--- src/rtl/buff_reader.sv ---
// Drains an upstream circular buffer into a 2-entry skid store feeding a valid/ready stream.
// Tracks buffer occupancy locally and flags any push issued while the buffer is full.
module buff_reader #(
  parameter int NUMELEM = 4,
  parameter int BITDATA = 4,
  localparam int BITELEM = $clog2(NUMELEM)
) (
  input  logic               clk,
  input  logic               rst,
  input  logic               push_in,
  output logic               pop,
  input  logic [BITDATA-1:0] po_dout,
  output logic               m_valid,
  output logic [BITDATA-1:0] m_data,
  input  logic               m_ready,
  output logic [BITELEM:0]   occ,
  output logic               empty,
  output logic               full,
  output logic               ovf
);

  localparam logic [BITELEM:0] OCC_MAX = (BITELEM+1)'(NUMELEM);

  logic [BITELEM:0]   r_occ;
  logic [1:0]         r_sk;
  logic [BITDATA-1:0] r_slot0;
  logic [BITDATA-1:0] r_slot1;
  logic               r_valid;
  logic               r_ovf;

  logic               w_pop;
  logic               w_xfer;
  logic               w_illegal;
  logic [1:0]         w_skShift;
  logic [1:0]         w_skNext;

  // pop depends only on registered state so the upstream buffer sees no path from m_ready/push_in
  assign w_pop     = (r_occ != '0) && (r_sk != 2'd2) && !rst;
  assign w_xfer    = r_valid && m_ready;
  assign w_illegal = push_in && (r_occ == OCC_MAX);
  assign w_skShift = r_sk - 2'(w_xfer);
  assign w_skNext  = w_skShift + 2'(w_pop);

  always_ff @(posedge clk) begin
    if (rst) begin
      r_occ <= '0;
      r_ovf <= 1'b0;
    end else if (w_illegal) begin
      r_occ <= OCC_MAX;
      r_ovf <= 1'b1;
    end else begin
      r_occ <= r_occ + (BITELEM+1)'(push_in) - (BITELEM+1)'(w_pop);
    end
  end

  // Capture lands in the first slot left free once any same-cycle transfer has shifted slot1 down
  always_ff @(posedge clk) begin
    if (rst) begin
      r_sk    <= 2'd0;
      r_valid <= 1'b0;
      r_slot0 <= '0;
      r_slot1 <= '0;
    end else begin
      if (w_xfer) begin
        r_slot0 <= r_slot1;
      end
      if (w_pop) begin
        if (w_skShift == 2'd0) begin
          r_slot0 <= po_dout;
        end else begin
          r_slot1 <= po_dout;
        end
      end
      r_sk    <= w_skNext;
      r_valid <= (w_skNext != 2'd0);
    end
  end

  assign pop     = w_pop;
  assign m_valid = r_valid;
  assign m_data  = r_slot0;
  assign occ     = r_occ;
  assign empty   = (r_occ == '0);
  assign full    = (r_occ == OCC_MAX);
  assign ovf     = r_ovf;

endmodule

--- config.mk ---
export PLATFORM = sky130hd
export DESIGN_NAME = buff_reader
export DESIGN_NICKNAME = d
export VERILOG_FILES = /design/src/rtl/buff_reader.sv
export SDC_FILE = /design/constraint.sdc
export NUM_CORES = 1
export LEC_CHECK = 0
export ABC_CLOCK_PERIOD_IN_PS = 2140
export CAP_MARGIN = 15
export CELL_PAD_IN_SITES_DETAIL_PLACEMENT = 0
export CELL_PAD_IN_SITES_GLOBAL_PLACEMENT = 1
export CORE_MARGIN = 5
export CORE_UTILIZATION = 31
export DETAILED_ROUTE_END_ITERATION = 16
export PLACE_DENSITY = 0.77
export SYNTH_ARGS = -nofsm -noshare
export SYNTH_HDL_FRONTEND = slang
export SYNTH_SLANG_ARGS = --single-unit
export TNS_END_PERCENT = 20
--- constraint.sdc ---
create_clock -name clk -period 2.14 [get_ports clk]
set_input_delay 0.321 -clock clk [delete_from_list [all_inputs] [get_ports clk]]
set_output_delay 0.321 -clock clk [all_outputs]
set_load 0.01 [all_outputs]
==> out/results.ini, run 1 <==
[yosys]
async_flop_share_pct=0
synth.top_cells.by_area=sky130_fd_sc_hd__dfxtp_1, sky130_fd_sc_hd__mux2i_1, sky130_fd_sc_hd__ha_1, sky130_fd_sc_hd__a221oi_1, sky130_fd_sc_hd__a31o_2
synth.cells.most_frequent=sky130_fd_sc_hd__dfxtp_1, sky130_fd_sc_hd__nand2_1, sky130_fd_sc_hd__nor2_1
synthesis.nets=88
yosysUniqueCellTypes=25
synth-edff-count=0
synthCells=76
flops_latches_synth=15
synth_most_common_cell=sky130_fd_sc_hd__dfxtp_1
synth.avg_cell_area_um2=9.70
synth.cell_area_um2=737
ys_seq_area_share_pct=40.7
yosys.area.top_type_share_pct=40.7
post-synth-top-area-cell=sky130_fd_sc_hd__dfxtp_1
top_reg_cell_synth=sky130_fd_sc_hd__dfxtp_1
yosys_warnings=0

[detailed_routing]
overall_via_count_from_detail_route=671
routed.top_layer=met4
detail_route.wirelength.met1_um=747
ant_nets=0
routed-wl-met2_mm=1.07
met3_length_um=58
detail_route.iter0.violations=19
detail_route.first_pass.iterations=4
routedWlPerCell_um=14.0
wl_mm=1.92
drcViolationCount=0
drt-vias-per-instance=4.90

[clock_network]
cts-htree-levels=1
cts_root_buf=sky130_fd_sc_hd__clkbuf_4
tritoncts_clock_tree=built
clock_pin_slew_on_the_worst_setup_and_hold_paths_ns=0.09
cts_buffer_depth=2
cts-buffers-inserted=3
clk_latency_ns=0.29
clock-sinks=15

[place]
placed_cells=131
routabilityCongestion=0.693
port_buffers=19
postPlaceCellArea_um2=1040
place_hpwl_mm=1.54

[sta]
fin_crit_sh_pct=95.1
worstMarginPinSlew_ns=0.368
setup_total_negative_slack_ns=0
rsz_0062_raised_after_global_routing=false
finClkSkew_ns=0.00488
maxSlewHeadroom_pct=75.3
period_minus_slack_ns=2.03
finalMaxSlewViolations=0
timing.hold.ws_ns=0.463
setup_viol=0
finalHoldViolations=0
timing.fmax_mhz=492

[die]
chipHeight_um=58.8
number_of_standard_cell_rows_in_the_floorplan=17
number_of_top_level_pins=20
die_outline_area_um2=3450
core-area_um2=2230
die_w_um=58.8
initial_utilization_pct=33.0

[power_and_ir_drop]
final_power_uw=1590
power.density_cell_area_nw_per_um2=1430
cellLeakagePower_uw=0.000442
power.ir.vdd_worst_v=0.000779

[final_layout]
num-fill-cells=211
num-nets-final=122
post-route-cell-area_um2=1110
syn_to_final_growth_pct=50.1
final_layout_size_suffix_gt1_share_pct=26.6
layout.cells.non_filler=137
antenna_cells_inserted=0

[worst_hold_path]
min_from=rst
worst_hold_endpoint=occ[2]
hold_crit_path_type=in2reg
holdPathStages=3

[worst_setup_path]
critical_path.reg2reg.startpoint=occ[2]
arrival_ns=2.23
worstRegToRegCells=10
worst-path-max-fanout=5
worstSetupPathType=reg2reg
worst-r2r-setup-slack_ns=0.11
r2r_end=occ[2]
critical_path.startpoint_type=register
worst_setup_path_end_kind=register
critical_path_required_ns=2.34

[run]
drv.max_cap_violation_count=0

[global_route]
first_global_vias=699
globalRouteTotalUtil_pct=12.9
largest_net_degree_at_the_start_of_global_routing=12
first_pass_grt_wire_length_mm=3.25
grt.overflow.total=0
antenna_violations_before_repair=0

[run_status]
run_status=complete, no violations

==> cell families after synthesis <==
| family | count (synthesis) | synth area share, % |
|---|---|---|
| simple gates | 30 | 22.8 |
| flops | 15 | 40.7 |
| compound gates | 14 | 17.1 |
| buf+inv | 7 | 3.73 |
| mux | 4 | 5.43 |
| fa+ha+maj | 4 | 7.81 |
| xor+xnor | 2 | 2.38 |
==> area by class of cell <==
type                       instances  area (um2)  area share, %
inverter                           4        15.0           1.36
multi-input combinational         54         429           38.8
clock inverter                     1        5.00          0.452
clock buffer                       3        22.5           2.04
tap                               28        35.0           3.17
sequential                        15         305           27.6
timing repair buffer              32         294           26.6
==> metrics by stage <==
step | setup WS, ns | util (%)
after floorplan | 0.00479 | -
after global placement | -0.128 | 46.7
after detailed placement | -0.250 | 46.7
after CTS | 0.0216 | 48.2
after global routing | 0.00301 | 49.5
final | 0.106 | 49.5
==> registers in the layout, summed over array words and instances (netlist names) <==
signal and count:
r_slot1 4, r_sk 2, m_valid 1, m_data 4, ovf 1, occ 3
==> worst max-delay path, stage by stage, from the launching register on <==
cell and delay [ns]:
sky130_fd_sc_hd__dfxtp_4 0.37, sky130_fd_sc_hd__nor3_4 0.25, sky130_fd_sc_hd__nor3_4 0.06, sky130_fd_sc_hd__nand2b_1 0.10
sky130_fd_sc_hd__nand2_1 0.06, sky130_fd_sc_hd__ha_1 0.19, sky130_fd_sc_hd__fa_1 0.37, sky130_fd_sc_hd__nand2b_1 0.11
sky130_fd_sc_hd__o21ai_1 0.07, sky130_fd_sc_hd__and2_1 0.16, sky130_fd_sc_hd__a311oi_2 0.20
==> report_power, final <==
group | total [uW] | switching [uW] | internal [uW]
clock network | 167 | 97.5 | 69.7
logic | 941 | 409 | 533
registers | 477 | 92.0 | 385
==> cell usage in the layout (no fill, tap or decap) <==
cell / netlist / routed
sky130_fd_sc_hd__clkinv_2: 0 / 1
sky130_fd_sc_hd__xor2_1: 1 / 1
sky130_fd_sc_hd__xnor2_1: 1 / 1
sky130_fd_sc_hd__a31o_2: 4 / 4
sky130_fd_sc_hd__a221oi_1: 4 / 4
sky130_fd_sc_hd__dfxtp_1: 15 / 13
sky130_fd_sc_hd__and2_1: 4 / 4
sky130_fd_sc_hd__nor3b_1: 1 / 1
sky130_fd_sc_hd__clkbuf_4: 0 / 3
sky130_fd_sc_hd__o21ai_0: 2 / 1
sky130_fd_sc_hd__nand2_1: 6 / 6
sky130_fd_sc_hd__clkdlybuf4s50_1: 0 / 18
sky130_fd_sc_hd__nor2b_1: 3 / 2
sky130_fd_sc_hd__fa_1: 1 / 1
sky130_fd_sc_hd__buf_6: 0 / 1
sky130_fd_sc_hd__buf_4: 0 / 12
sky130_fd_sc_hd__a311oi_2: 0 / 1
sky130_fd_sc_hd__mux2i_1: 4 / 4
sky130_fd_sc_hd__nor2b_4: 0 / 1
sky130_fd_sc_hd__or2_2: 1 / 1
sky130_fd_sc_hd__o21ai_1: 0 / 1
sky130_fd_sc_hd__nand3_1: 4 / 4
sky130_fd_sc_hd__dlymetal6s2s_1: 0 / 1
sky130_fd_sc_hd__nor2_1: 6 / 6
sky130_fd_sc_hd__a2111oi_4: 1 / 1
sky130_fd_sc_hd__ha_1: 3 / 3
sky130_fd_sc_hd__nand2b_1: 3 / 3
sky130_fd_sc_hd__nor3_4: 1 / 2
sky130_fd_sc_hd__inv_1: 4 / 4
sky130_fd_sc_hd__dfxtp_4: 0 / 1
sky130_fd_sc_hd__a21oi_1: 2 / 2
sky130_fd_sc_hd__dfxtp_2: 0 / 1
==> timing repair <==
action                     CTS  global route
gates resized for setup      1             5
hold buffers                 0             0
cloned                       0             0
setup buffers                0             2
setup endpoints to repair    1             2
pin swaps                    0             2
==> metal layers <==
layer	up-vias	global-route usage [%]
met3	5	3.95
met2	10	22.6
met4	0	6.80
met5	-	0
li1	333	-
met1	323	13.8
==> worst max-delay path by stage <==
stage                  end  cells past startpoint   start
floorplan           occ[2]                     10  occ[1]
global placement    occ[2]                     10     rst
detailed placement  occ[2]                     10     rst
CTS                    pop                      4     rst
global route           pop                      4  occ[0]
finish              occ[2]                     10  occ[2]
Power figures use the tool's default switching activity.
==> run 2: changes to the inputs <==
--- a/config.mk
+++ b/config.mk
@@ -12,5 +12,6 @@
 export CORE_MARGIN = 5
-export CORE_UTILIZATION = 31
+export CORE_UTILIZATION = 39
 export DETAILED_ROUTE_END_ITERATION = 16
-export PLACE_DENSITY = 0.77
+export DONT_BUFFER_PORTS = 1
+export PLACE_DENSITY = 0.73
 export SYNTH_ARGS = -nofsm -noshare
--- a/constraint.sdc
+++ b/constraint.sdc
@@ -3,2 +3,2 @@
 set_output_delay 0.321 -clock clk [all_outputs]
-set_load 0.01 [all_outputs]
+set_load 0.05 [all_outputs]
==> out/results.ini, run 2 (synthesis results as in run 1) <==
[power_and_ir_drop]
cellLeakagePower_uw=0.000360
final_power_uw=1630
power.ir.vdd_worst_v=0.00108
power.density_cell_area_nw_per_um2=1810

[sta]
fin_crit_sh_pct=90.6
timing.fmax_mhz=516
period_minus_slack_ns=1.94
setup_viol=0
finClkSkew_ns=0.00343
worst_slack_ns=0.202
maxSlewHeadroom_pct=64.9
rsz_0062_raised_after_global_routing=false
worstMarginPinSlew_ns=0.526
finalHoldViolations=0
finalMaxSlewViolations=0

[run]
drv.max_cap_violation_count=0

[detailed_routing]
ant_nets=0
routed-wl-met2_um=755
drcViolationCount=0
drt-vias-per-instance=5.20
met3_length_um=136
detail_route.wirelength.met1_um=669
detail_route.first_pass.iterations=4
routed.top_layer=met4
wl_mm=1.58
detail_route.iter0.violations=19
routedWlPerCell_um=14.0
overall_via_count_from_detail_route=588

[worst_setup_path]
critical_path_required_ns=2.31
worst-r2r-setup-slack_ns=0.20
worst-path-max-fanout=8
worst_setup_path_end_kind=register
arrival_ns=2.11
worstSetupPathType=reg2reg
critical_path.startpoint_type=register

[die]
die_outline_area_um2=2860
number_of_top_level_pins=20
chipHeight_um=53.5
initial_utilization_pct=41.8
die_w_um=53.5
number_of_standard_cell_rows_in_the_floorplan=15
core-area_um2=1760

[final_layout]
syn_to_final_growth_pct=22.4
antenna_cells_inserted=0
layout_commonest_cell=sky130_fd_sc_hd__dfxtp_1
most-common-layout-cells=sky130_fd_sc_hd__dfxtp_1, sky130_fd_sc_hd__buf_4, sky130_fd_sc_hd__nand2_1, sky130_fd_sc_hd__nor2_1
final_layout_size_suffix_gt1_share_pct=34.1
num-nets-final=101
num-fill-cells=189

[clock_network]
clock_pin_slew_on_the_worst_setup_and_hold_paths_ns=0.09
cts_root_buf=sky130_fd_sc_hd__clkbuf_4
tritoncts_clock_tree=built
holdBufCountCts=0
cts-htree-levels=1
cts_buffer_depth=2
clk_latency_ns=0.27
clock-sinks=15
cts-buffers-inserted=3

[place]
routabilityCongestion=0.708
place_hpwl_mm=1.21
place_ws_ns=0.155
port_buffers=0

[worst_hold_path]
hold_crit_path_type=in2reg

[global_route]
antenna_violations_before_repair=0
globalRouteTotalUtil_pct=13.3
grt.overflow.total=0
largest_net_degree_at_the_start_of_global_routing=17
first_pass_grt_wire_length_mm=2.63
first_global_vias=585

[run_status]
run_status=complete, no violations

==> run 2: path summary, 6_finish.rpt <==
path	startpoint	end	cells past startpoint
setup / recovery	m_valid	m_data[0]	7
hold / removal	rst	occ[2]	1
setup reg to reg	m_valid	m_data[0]	7
hold reg to reg	r_slot1[0]	r_slot1[0]	2
==> run 2: timing repair <==
| item | CTS | global route |
|---|---|---|
| endpoints found under the setup margin | 0 | 1 |
| setup buffers | 0 | 0 |
| resized for setup | 0 | 1 |
==> run 2: final cells by class <==
| type | instances | area (um2) | share of cell area, % |
|---|---|---|---|
| inverter | 4 | 15.0 | 1.66 |
| sequential | 15 | 312 | 34.5 |
| tap | 25 | 31.3 | 3.47 |
| clock buffer | 4 | 26.3 | 2.91 |
| multi-input combinational | 54 | 435 | 48.3 |
| timing repair buffer | 11 | 82.6 | 9.15 |
==> run 2: metal layers <==
metal	vias up	track usage, %
li1	295	-
met1	273	17.2
met2	18	19.6
met3	2	4.23
met4	0	6.38
met5	-	0
==> run 2: critical path: stages (launching register included) <==
cell and delay, ns:
sky130_fd_sc_hd__dfxtp_1 0.32, sky130_fd_sc_hd__nand2_1 0.16, sky130_fd_sc_hd__inv_1 0.06, sky130_fd_sc_hd__ha_1 0.18, sky130_fd_sc_hd__xnor2_1 0.37, sky130_fd_sc_hd__and2_1 0.37
sky130_fd_sc_hd__a221oi_1 0.14, sky130_fd_sc_hd__a31o_2 0.23
==> run 2: where the power goes <==
group,switching (uW),internal (uW)
sequential,110,391
combinational,617,353
clock,86.0,72.2
==> run 2: per-stage QoR <==
step	utilization, %	instance area, um2	hold WS (ns)	instances	setup TNS [ns]
final	51.1	902	0.101	113	0
after global routing	51.1	902	0.0847	113	0
after CTS	51.0	900	0.0900	113	0
after detailed placement	49.5	873	0.395	109	0
after global placement	49.5	873	0.394	109	0
after floorplan	-	767	0.460	76	-0.754
